$ cat config.mk
export PLATFORM = sky130hd
export DESIGN_NAME = shift_rows_pipe_flat
export DESIGN_NICKNAME = d
export VERILOG_FILES = /design/src/rtl/shift_rows_pipe_pkg.sv /design/src/rtl/shift_rows_pipe_if.sv /design/src/rtl/shift_rows_pipe_core.sv /design/src/rtl/shift_rows_pipe.sv /design/src/flat_wrapper.sv
export SDC_FILE = /design/constraint.sdc
export NUM_CORES = 1
export LEC_CHECK = 0
export BUFFER_PORTS_ARGS = -buffer_cell sky130_fd_sc_hd__clkbuf_2
export CORE_MARGIN = 10
export CORE_UTILIZATION = 57
export CTS_CLUSTER_SIZE = 40
export DETAILED_ROUTE_END_ITERATION = 10
export PLACE_DENSITY_LB_ADDON = 0.1
export SLEW_MARGIN = 20
export SYNTH_ARGS = -nofsm -noshare
export SYNTH_HDL_FRONTEND = slang
export SYNTH_SLANG_ARGS = --single-unit
$ cat constraint.sdc
create_clock -name clk -period 8.5 [get_ports clk]
set_input_delay 0.85 -clock clk [delete_from_list [all_inputs] [get_ports clk]]
set_output_delay 0.85 -clock clk [all_outputs]
set_load 0.02 [all_outputs]
$ cat src/rtl/shift_rows_pipe_pkg.sv
// -----------------------------------------------------------------------------
// aes_pkg
// Shared AES types for the ShiftRows pipeline: the 128-bit state type, the
// per-transaction direction encoding and the byte-index helper that maps a
// (row, column) position onto the FIPS-197 column-major byte order.
// -----------------------------------------------------------------------------
package aes_pkg;

  typedef logic [127:0] aes_state_t;

  // 2'b11 is not listed; decoders treat every non-FWD/INV code as bypass.
  typedef enum logic [1:0] {
    SR_FWD = 2'b00,
    SR_INV = 2'b01,
    SR_BYP = 2'b10
  } sr_mode_e;

  localparam int unsigned AES_BYTES = 16;

  // Byte i sits at row i%4, column i/4, so the inverse map is 4*c + r.
  function automatic int unsigned sr_byte_idx(input int unsigned r, input int unsigned c);
    return 4 * c + r;
  endfunction

endpackage

$ cat src/rtl/shift_rows_pipe_if.sv
// -----------------------------------------------------------------------------
// shift_rows_pipe_if
// Valid/ready bus of the ShiftRows pipeline, input side and output side.
//   in_valid/in_ready  : input handshake
//   in_mode            : 00 forward, 01 inverse, 10/11 bypass
//   in_tag/out_tag     : opaque sideband returned with the result
//   in_state/out_state : LANES x 128-bit AES states, lane k at [128k+127:128k]
//   out_valid/out_ready: output handshake
// master = issuing/consuming logic, slave = the pipeline itself.
// -----------------------------------------------------------------------------
interface shift_rows_pipe_if #(
  parameter int LANES = 1,
  parameter int TAG_W = 4
);

  logic                   in_valid;
  logic                   in_ready;
  logic [1:0]             in_mode;
  logic [TAG_W-1:0]       in_tag;
  logic [128*LANES-1:0]   in_state;
  logic                   out_valid;
  logic                   out_ready;
  logic [TAG_W-1:0]       out_tag;
  logic [128*LANES-1:0]   out_state;

  modport master (
    output in_valid, in_mode, in_tag, in_state, out_ready,
    input  in_ready, out_valid, out_tag, out_state
  );

  modport slave (
    input  in_valid, in_mode, in_tag, in_state, out_ready,
    output in_ready, out_valid, out_tag, out_state
  );

endinterface

$ cat src/rtl/shift_rows_pipe_core.sv
// -----------------------------------------------------------------------------
// shift_rows_core
// Combinational ShiftRows / InvShiftRows / bypass on one 128-bit AES state.
//   state_in  : input state (byte i = bits [127-8i -: 8])
//   mode      : 00 forward, 01 inverse, 10/11 bypass
//   state_out : transformed state
// Every output byte is a fixed 3:1 mux; the source byte positions are
// elaboration-time constants, so no shifter logic is built.
// -----------------------------------------------------------------------------
module shift_rows_core
  import aes_pkg::*;
(
  input  aes_state_t state_in,
  input  logic [1:0] mode,
  output aes_state_t state_out
);

  for (genvar gi = 0; gi < AES_BYTES; gi++) begin : gen_byte
    localparam int unsigned ROW     = gi % 4;
    localparam int unsigned COL     = gi / 4;
    // Forward: row r rotates left by r. Inverse: row r rotates right by r.
    localparam int unsigned FWD_SRC = sr_byte_idx(ROW, (COL + ROW) % 4);
    localparam int unsigned INV_SRC = sr_byte_idx(ROW, (COL + 4 - ROW) % 4);

    assign state_out[127-8*gi -: 8] =
        (mode == SR_FWD) ? state_in[127-8*FWD_SRC -: 8] :
        (mode == SR_INV) ? state_in[127-8*INV_SRC -: 8] :
                           state_in[127-8*gi -: 8];
  end

endmodule

$ cat src/rtl/shift_rows_pipe.sv
// -----------------------------------------------------------------------------
// shift_rows_pipe
// Elastic STAGES-deep pipeline around LANES copies of shift_rows_core.
//   clk      : clock, rising edge
//   rst_n    : asynchronous active-low reset
//   flush    : synchronous clear of all in-flight beats (highest priority)
//   bus      : valid/ready in/out bus (slave side)
//   busy     : some stage holds a valid beat
//   inflight : number of valid beats held (0..STAGES)
// The transform happens before the first register, so the stages only carry
// the result and its tag. Each stage moves when it is empty or when the stage
// after it moves; the ready chain is purely combinational from out_ready.
// -----------------------------------------------------------------------------
module shift_rows_pipe
  import aes_pkg::*;
#(
  parameter int LANES  = 1,
  parameter int STAGES = 2,
  parameter int TAG_W  = 4
) (
  input  logic                         clk,
  input  logic                         rst_n,
  input  logic                         flush,
  shift_rows_pipe_if.slave             bus,
  output logic                         busy,
  output logic [$clog2(STAGES+1)-1:0]  inflight
);

  localparam int W  = 128 * LANES;
  localparam int CW = $clog2(STAGES + 1);

  logic [W-1:0]      xform;
  logic [STAGES-1:0] v;
  logic [STAGES-1:0] adv;
  logic [W-1:0]      stage_data [STAGES];
  logic [TAG_W-1:0]  stage_tag  [STAGES];
  logic              accept;
  logic              deliver;
  logic [CW-1:0]     cnt_reg;

  for (genvar gi = 0; gi < LANES; gi++) begin : gen_lane
    shift_rows_core u_core (
      .state_in  (bus.in_state[128*gi +: 128]),
      .mode      (bus.in_mode),
      .state_out (xform[128*gi +: 128])
    );
  end

  // Walk from the output back to the input so each stage sees whether the
  // next one frees up this cycle.
  always_comb begin : adv_chain
    logic carry;
    adv   = '0;
    carry = bus.out_ready;
    for (int s = STAGES - 1; s >= 0; s--) begin
      adv[s] = !v[s] || carry;
      carry  = adv[s];
    end
  end

  assign bus.in_ready = !flush && adv[0];
  assign accept       = bus.in_valid && bus.in_ready;
  assign deliver      = v[STAGES-1] && bus.out_ready && !flush;

  for (genvar gi = 0; gi < STAGES; gi++) begin : gen_stage
    logic             v_reg;
    logic [W-1:0]     data_reg;
    logic [TAG_W-1:0] tag_reg;
    logic             up_valid;
    logic [W-1:0]     up_data;
    logic [TAG_W-1:0] up_tag;

    if (gi == 0) begin : gen_head
      assign up_valid = accept;
      assign up_data  = xform;
      assign up_tag   = bus.in_tag;
    end else begin : gen_body
      assign up_valid = v[gi-1];
      assign up_data  = stage_data[gi-1];
      assign up_tag   = stage_tag[gi-1];
    end

    always_ff @(posedge clk or negedge rst_n) begin
      if (!rst_n) begin
        v_reg <= 1'b0;
      end else if (flush) begin
        v_reg <= 1'b0;
      end else if (adv[gi]) begin
        v_reg <= up_valid;
      end
    end

    // Only the output stage is visible, so only it gets a data reset.
    if (gi == STAGES - 1) begin : gen_out_data
      always_ff @(posedge clk or negedge rst_n) begin
        if (!rst_n) begin
          data_reg <= '0;
          tag_reg  <= '0;
        end else if (adv[gi] && up_valid) begin
          data_reg <= up_data;
          tag_reg  <= up_tag;
        end
      end
    end else begin : gen_mid_data
      always_ff @(posedge clk) begin
        if (adv[gi] && up_valid) begin
          data_reg <= up_data;
          tag_reg  <= up_tag;
        end
      end
    end

    assign v[gi]          = v_reg;
    assign stage_data[gi] = data_reg;
    assign stage_tag[gi]  = tag_reg;
  end

  assign bus.out_valid = v[STAGES-1];
  assign bus.out_state = stage_data[STAGES-1];
  assign bus.out_tag   = stage_tag[STAGES-1];

  // Accept and deliver in the same cycle cancel out.
  always_ff @(posedge clk or negedge rst_n) begin
    if (!rst_n) begin
      cnt_reg <= '0;
    end else if (flush) begin
      cnt_reg <= '0;
    end else begin
      case ({accept, deliver})
        2'b10:   cnt_reg <= cnt_reg + CW'(1);
        2'b01:   cnt_reg <= cnt_reg - CW'(1);
        default: cnt_reg <= cnt_reg;
      endcase
    end
  end

  assign inflight = cnt_reg;
  assign busy     = (cnt_reg != '0);

endmodule
$ cat src/flat_wrapper.sv
// flat-port wrapper written by rule: the top's interface ports become plain ports
module shift_rows_pipe_flat import aes_pkg::*;
#(
  parameter int LANES  = 1,
  parameter int STAGES = 2,
  parameter int TAG_W  = 4
)
  (clk, rst_n, flush, busy, inflight, bus_in_valid, bus_in_mode, bus_in_tag, bus_in_state, bus_out_ready, bus_in_ready, bus_out_valid, bus_out_tag, bus_out_state);
  shift_rows_pipe_if #(.LANES(LANES), .TAG_W(TAG_W)) bus_i ();
  input  logic clk;
  input  logic rst_n;
  input  logic flush;
  output logic busy;
  output logic [$clog2(STAGES+1)-1:0] inflight;
  input wire logic [$bits(bus_i.in_valid)-1:0] bus_in_valid;
  input wire logic [$bits(bus_i.in_mode)-1:0] bus_in_mode;
  input wire logic [$bits(bus_i.in_tag)-1:0] bus_in_tag;
  input wire logic [$bits(bus_i.in_state)-1:0] bus_in_state;
  input wire logic [$bits(bus_i.out_ready)-1:0] bus_out_ready;
  output wire logic [$bits(bus_i.in_ready)-1:0] bus_in_ready;
  output wire logic [$bits(bus_i.out_valid)-1:0] bus_out_valid;
  output wire logic [$bits(bus_i.out_tag)-1:0] bus_out_tag;
  output wire logic [$bits(bus_i.out_state)-1:0] bus_out_state;
  assign bus_i.in_valid = bus_in_valid;
  assign bus_i.in_mode = bus_in_mode;
  assign bus_i.in_tag = bus_in_tag;
  assign bus_i.in_state = bus_in_state;
  assign bus_i.out_ready = bus_out_ready;
  assign bus_in_ready = bus_i.in_ready;
  assign bus_out_valid = bus_i.out_valid;
  assign bus_out_tag = bus_i.out_tag;
  assign bus_out_state = bus_i.out_state;
  shift_rows_pipe #(.LANES(LANES), .STAGES(STAGES), .TAG_W(TAG_W)) u_core (.clk(clk), .rst_n(rst_n), .flush(flush), .bus(bus_i), .busy(busy), .inflight(inflight));
endmodule
==> results.cfg, run 1 <==
[status]
status = complete, no violations

[setup_path]
slowest_stage = and2_4
path_cells = nor2b_4 > a21oi_1 > and2_4 > buf_4
critPathMaxStageDelay_ps = 820
path_class = flip-flop to flip-flop
rrSetupSlack_ps = 5660
cp.arrival_ps = 2980
cp_max_fo = 71
cp-end-kind = flip-flop
rr_endpoint = u_core.gen_stage[0].data_reg[103]$_DFFE_PP_
worstReg2RegStart = u_core.bus.out_valid$_DFFE_PN0P_
ff2ff_path_depth = 4
critPathLaunchType = flip-flop
critical_path_required_ps = 8640

[finish]
fillers = 1389
seqCellArea_mm2 = 0.00737
mostFrequentLayoutCells = clkbuf_2 (272), dfrtp_1 (136), edfxtp_1 (132), mux2_2 (85), mux2_4 (80)
final_util_pct = 69.8
multiInputGateArea_mm2 = 0.00350
drive_above_1_share_pct = 49.8
area_growth_pct = 21.5
final_cell_count_no_fill = 1241
final_net_count = 1095
diodes = 0
design_area_mm2 = 0.0135
layout_commonest_cell = clkbuf_2

[cts]
post_cts_buffers = 0
ctsHoldBuffers = 0
cts.sinks = 268
cts_buffers = 27
insertion_delay_ps = 520
path_clk_slew_ps = 60
cts_max_path_buffers = 3
root_buffer = clkbuf_16
h-tree-depth = 1
cts.repair.resized = 0
cts_tree = built

[route]
routed_wl_mm = 25.0
dr_total_vias = 6539
route.detailed.wl_per_inst_um = 20.1
drt-initial-drc-count = 308
firstDrtPassIters = 4
vias_per_cell = 5.27
ant_nets = 0
drc = 0

[global_route]
use_met2_pct = 34.3
use_met1_pct = 21.6
grt_pass1_wl_mm = 39.6
use_met3_pct = 6.09
grt_pass1_vias = 7243
busiest_layer = met2
grt_max_degree = 113
gr-usage-all-layers_pct = 19.2
antenna_found_initial = 0
overflow = 0

[logic_synthesis]
synth_nets = 826
synth_area_mm2 = 0.0111
yosysWarnings = 0
synth_top_area_share_pct = 35.7
synthDistinctLibCells = 23
syn_area_per_cell_um2 = 16.2
synthTopCellsByArea = edfxtp_1 (36%), dfrtp_1 (31%), mux2_4 (11%)
synth_top_cell_by_area = edfxtp_1
seq_area_frac_synth_pct = 66.3
ys_ff_latch = 268
synthesis.instances = 687

[sta]
period_share_pct = 33.4
hold_violations = 0
fmax_mhz = 352
finalMaxSlewViolations = 0
setup_slack_ps = 5660
rsz0062_at_grt = false
tightestPinTransition_ps = 1090
setup_tns_ps = 0
slew_headroom_pct = 27.1
finalCriticalPeriod_ps = 2840
setup_violations = 0
skew_ps = 13.4
fin_hold_ws_ps = 363

[flow_run]
drv_cap = 0

[placement]
place_congestion = 0.775
placedInstanceArea_mm2 = 0.0126
post-place-ws_ps = 5150
hpwl_mm = 17.6
place_inst = 1192
port_buffers = 275

[pwr]
p_total_mw = 3.32
p_leak_nw = 6.18
vdd_drop_max_uv = 158
cellPowerDensity_mw_per_mm2 = 246

[floorplan]
start_util_pct = 57.5
die_h_um = 160
ios = 276
fp.dieW_um = 160
coreArea_mm2 = 0.0193
core.rowCount = 51
die-area_mm2 = 0.0255

[worst_hold_path]
worstHoldPathType = input port to asynchronous set/reset pin
## cells in the mapped netlist
cell type,count
clkbuf_1,13
a21oi_1,2
dfrtp_1,136
mux2_4,80
buf_2,17
inv_1,1
nor2b_4,1
a21boi_0,1
edfxtp_1,132
nor2b_1,1
mux2_2,85
o21ai_0,66
nor2_1,5
nand2b_1,2
nand2_1,65
a21o_1,1
and4_1,1
buf_6,10
and2_1,1
a211oi_1,1
mux2i_1,64
nand3b_1,1
nand2b_4,1
## how the worst max path moves through the flow
stage | to | depth (start not counted) | slack, ps | startpoint
floorplan | u_core.gen_stage[0].data_reg[0]$_DFFE_PP_ | 3 | 3600 | bus_out_ready
global placement | u_core.gen_stage[0].data_reg[103]$_DFFE_PP_ | 5 | 5280 | bus_out_ready
detailed placement | u_core.gen_stage[0].data_reg[13]$_DFFE_PP_ | 5 | 5150 | bus_out_ready
CTS | u_core.gen_stage[0].data_reg[77]$_DFFE_PP_ | 4 | 5640 | u_core.bus.out_valid$_DFFE_PN0P_
global route | u_core.gen_stage[0].data_reg[7]$_DFFE_PP_ | 4 | 5500 | u_core.bus.out_valid$_DFFE_PN0P_
finish | u_core.gen_stage[0].data_reg[103]$_DFFE_PP_ | 4 | 5660 | u_core.bus.out_valid$_DFFE_PN0P_
## cell type report
type,count,area share (%)
clock buffer,42,5.87
multi-input combinational,378,25.9
tap,265,2.46
clock inverter,7,0.630
sequential,268,54.6
inverter,1,0.0278
timing repair buffer,280,10.6
## where the power goes
part           leakage (nW)  switching (mW)  internal (mW)
combinational          2.90           0.323          0.250
sequential             2.85          0.0739           1.51
clock                 0.426           0.471          0.697
total                  6.18           0.868           2.46
## critical path: cells and delay by family, from the launching register on
kind | cells | cell delay (ps)
compound gates | 1 | 220
flops | 1 | 420
buf+inv | 1 | 790
simple gates | 2 | 980
## logic make-up (layout without fill, tap and decap cells)
kind of cell | Yosys count | after routing | share of synthesized area (%)
AO/OA/AOI/OAI | 71 | 71 | 3.27
flip-flops | 268 | 268 | 66.3
buffers and inverters | 41 | 330 | 2.25
AND/OR/NAND/NOR | 78 | 78 | 2.98
multiplexers | 229 | 229 | 25.2
## layer usage
metal  vias to the layer above  routed length (um)
met5                         -                   0
met4                         0                 575
met3                        41                1960
met2                       196               13000
met1                      3263                9500
li1                       3039                   -
(Power assumes the default switching activity.)
==> run 2, diff against run 1 <==
--- a/config.mk
+++ b/config.mk
@@ -5,9 +5,10 @@
 export SDC_FILE = /design/constraint.sdc
 export NUM_CORES = 1
 export LEC_CHECK = 0
+export ABC_AREA = 1
 export BUFFER_PORTS_ARGS = -buffer_cell sky130_fd_sc_hd__clkbuf_2
 export CORE_MARGIN = 10
-export CORE_UTILIZATION = 57
+export CORE_UTILIZATION = 53
 export CTS_CLUSTER_SIZE = 40
 export DETAILED_ROUTE_END_ITERATION = 10
 export PLACE_DENSITY_LB_ADDON = 0.1
==> constraint.sdc (replaced) <==
create_clock -name clk -period 2.7 [get_ports clk]
set_input_delay 0.27 -clock clk [delete_from_list [all_inputs] [get_ports clk]]
set_output_delay 0.27 -clock clk [all_outputs]
set_load 0.02 [all_outputs]
==> run 2 against run 1 <==
  * Non-clock buffer count up 48
  * Worst hold slack got worse by 340 ps
  * Clock power rose to 3.2 times the previous value
  * Sequential power grew to 3.2 times the previous value
  * Cell area grew 3.0%
  * Synthesized area shrank 1.6%
  * Combinational power grew to 3.5 times the previous value
  * Clock skew fell by 1.9 ps
  * Via count grew 7.7%
  * Die area up 5.1%
  * Routed wire length increased by 3.7%
  * Largest cell class unchanged
  * Highest routed layer unchanged
==> results.cfg, run 2 <==
[status]
status = complete, no violations

[finish]
final_cell_count_no_fill = 1393
drive_above_1_share_pct = 42.1
final_net_count = 1236
area_growth_pct = 27.1
mostFrequentLayoutCells = clkbuf_2 (274), nand2_1 (175), dfrtp_1 (135), edfxtp_1 (132), mux2_4 (80)
layout_commonest_cell = clkbuf_2
design_area_mm2 = 0.0139

[logic_synthesis]
synthTopCellsByArea = edfxtp_1 (36%), dfrtp_1 (31%), mux2_4 (11%)
yosysWarnings = 0
synth_edf_count = 132
yosys-top-cells-count = nand2_1 (175), dfrtp_1 (136), edfxtp_1 (132), mux2_4 (80), inv_1 (53)
synth_top_area_share_pct = 36.2
synth_area_mm2 = 0.0109
synth_top_cell_by_area = edfxtp_1
seq_area_frac_synth_pct = 67.4
ys_ff_latch = 268
synth_most_common_cell = nand2_1
synthDistinctLibCells = 20
syn_area_per_cell_um2 = 14.1
synthesis.instances = 778
synth_nets = 917
synth_ff_type = dfrtp_1
ys_async_sr_fraction_pct = 50.7

[setup_path]
rr_endpoint = u_core.gen_stage[0].data_reg[30]$_DFFE_PP_
rrSetupSlack_ps = 890
critPathLaunchType = input port
worstReg2RegStart = u_core.gen_stage[0].v_reg$_DFFE_PN0P_
path_class = input port to flip-flop
critical_path_required_ps = 2850
ff2ff_path_depth = 4
cp.arrival_ps = 1980
cp_max_fo = 132
cp-end-kind = flip-flop

[route]
dr_total_vias = 7041
drt-initial-drc-count = 413
routed_wl_mm = 25.9
firstDrtPassIters = 5
ant_nets = 0
drc = 0
route.detailed.wl_per_inst_um = 18.6
vias_per_cell = 5.05

[cts]
root_buffer = clkbuf_16
h-tree-depth = 1
cts.repair.resized = 0
cts_buffers = 28
cts.sinks = 268
cts_max_path_buffers = 3
ctsHoldBuffers = 38
post_cts_buffers = 0
insertion_delay_ps = 530
cts_tree = built
path_clk_slew_ps = 60

[sta]
hold_violations = 0
period_share_pct = 67.7
setup_slack_ps = 872
finalCriticalPeriod_ps = 1830
skew_ps = 11.4
slew_headroom_pct = 50.5
fmax_mhz = 547
setup_violations = 0
rsz0062_at_grt = false
finalMaxSlewViolations = 0
tightestPinTransition_ps = 741

[placement]
hpwl_mm = 18.0
post-place-ws_ps = 880
place_congestion = 0.753
port_buffers = 275
place_inst = 1299
placedInstanceArea_mm2 = 0.0126

[pwr]
clkPwrFrac_pct = 34.5
pwr-share-seq_pct = 47.0
p_int_mw = 7.85
p_sw_share_pct = 26.9
combPwrFrac_pct = 18.4
cellPowerDensity_mw_per_mm2 = 773
p_total_mw = 10.7
vdd_drop_max_uv = 571
netSwitchingPower_mw = 2.90
p_leak_nw = 6.44

[global_route]
grt_pass1_vias = 7358
use_met1_pct = 23.4
use_met2_pct = 31.2
antenna_found_initial = 4
grt_max_degree = 133
use_met3_pct = 4.76
overflow = 0
busiest_layer = met2
grt_pass1_wl_mm = 40.0
gr-usage-all-layers_pct = 18.8

[floorplan]
start_util_pct = 53.9
coreArea_mm2 = 0.0203
die-area_mm2 = 0.0268
ios = 276
fp.dieW_um = 164
core.rowCount = 52
die_h_um = 164

[worst_hold_path]
min_path_cells = 3
worstHoldPathType = input port to flip-flop
min_from = bus_in_state[13]
hold_end = u_core.gen_stage[0].data_reg[13]$_DFFE_PP_

[flow_run]
drv_cap = 0
[run 2: through the flow]
stage / util, % / hold WS, ps / setup TNS [ps]
floorplan: - / -25.6 / -38210
global placement: 62.1 / 202 / 0
detailed placement: 62.1 / 208 / 0
CTS: 68.5 / 6.85 / 0
global route: 68.5 / 20.1 / 0
finish: 68.5 / 26.9 / 0
[run 2: worst max-delay path by stage]
stage / startpoint / end / cells after the start
2_1_floorplan: u_core.bus.out_valid$_DFFE_PN0P_ / u_core.gen_stage[0].data_reg[0]$_DFFE_PP_ / 3
3_3_place_gp: bus_out_ready / u_core.bus.out_state[24]$_DFFE_PN0P_ / 6
3_5_place_dp: bus_out_ready / u_core.bus.out_state[27]$_DFFE_PN0P_ / 6
4_1_cts: u_core.gen_stage[0].v_reg$_DFFE_PN0P_ / u_core.gen_stage[0].data_reg[30]$_DFFE_PP_ / 4
5_1_grt: flush / u_core.gen_stage[0].data_reg[31]$_DFFE_PP_ / 6
6_report: flush / u_core.gen_stage[0].data_reg[30]$_DFFE_PP_ / 6
[run 2: cell type report]
type / instances / area, um2
antenna: 4 / 10.0
clock buffer: 43 / 828
clock inverter: 9 / 71.3
fill: 1480 / 6390
inverter: 54 / 206
multi-input combinational: 417 / 3160
sequential: 268 / 7370
tap: 270 / 338
timing repair buffer: 328 / 1930
[run 2: cell families (layout without fill, tap and decap cells)]
family / after synthesis / count (layout) / share of synthesized area [%]
AND/OR/NAND/NOR: 209 / 209 / 7.61
flip-flops: 268 / 268 / 67.4
multiplexers: 132 / 132 / 16.3
AO/OA/AOI/OAI: 76 / 76 / 4.67
other: 0 / 4 / 0
buffers and inverters: 93 / 434 / 4.03
[run 2: critical path, stage by stage]
cell and delay (ps):
dlygate4sd3_1 540, clkbuf_2 140, inv_1 170, nand3_2 150
clkinvlp_4 110, buf_12 540
[run 2: per-layer routing]
layer | vias to the layer above | part of all wire [%]
li1 | 3372 | -
met1 | 3381 | 41
met2 | 242 | 49
met3 | 46 | 6.9
met4 | 0 | 2.8
met5 | - | 0
[run 2: power groups by stage]
stage / combinational, mW / sequential (mW) / clock (mW)
floorplan: 0.768 / 5.52 / 0
global placement: 1.93 / 5.12 / 0
detailed placement: 1.97 / 5.13 / 0
CTS: 2.02 / 5.05 / 3.79
global route: 2.14 / 5.11 / 3.97
finish: 1.98 / 5.06 / 3.71
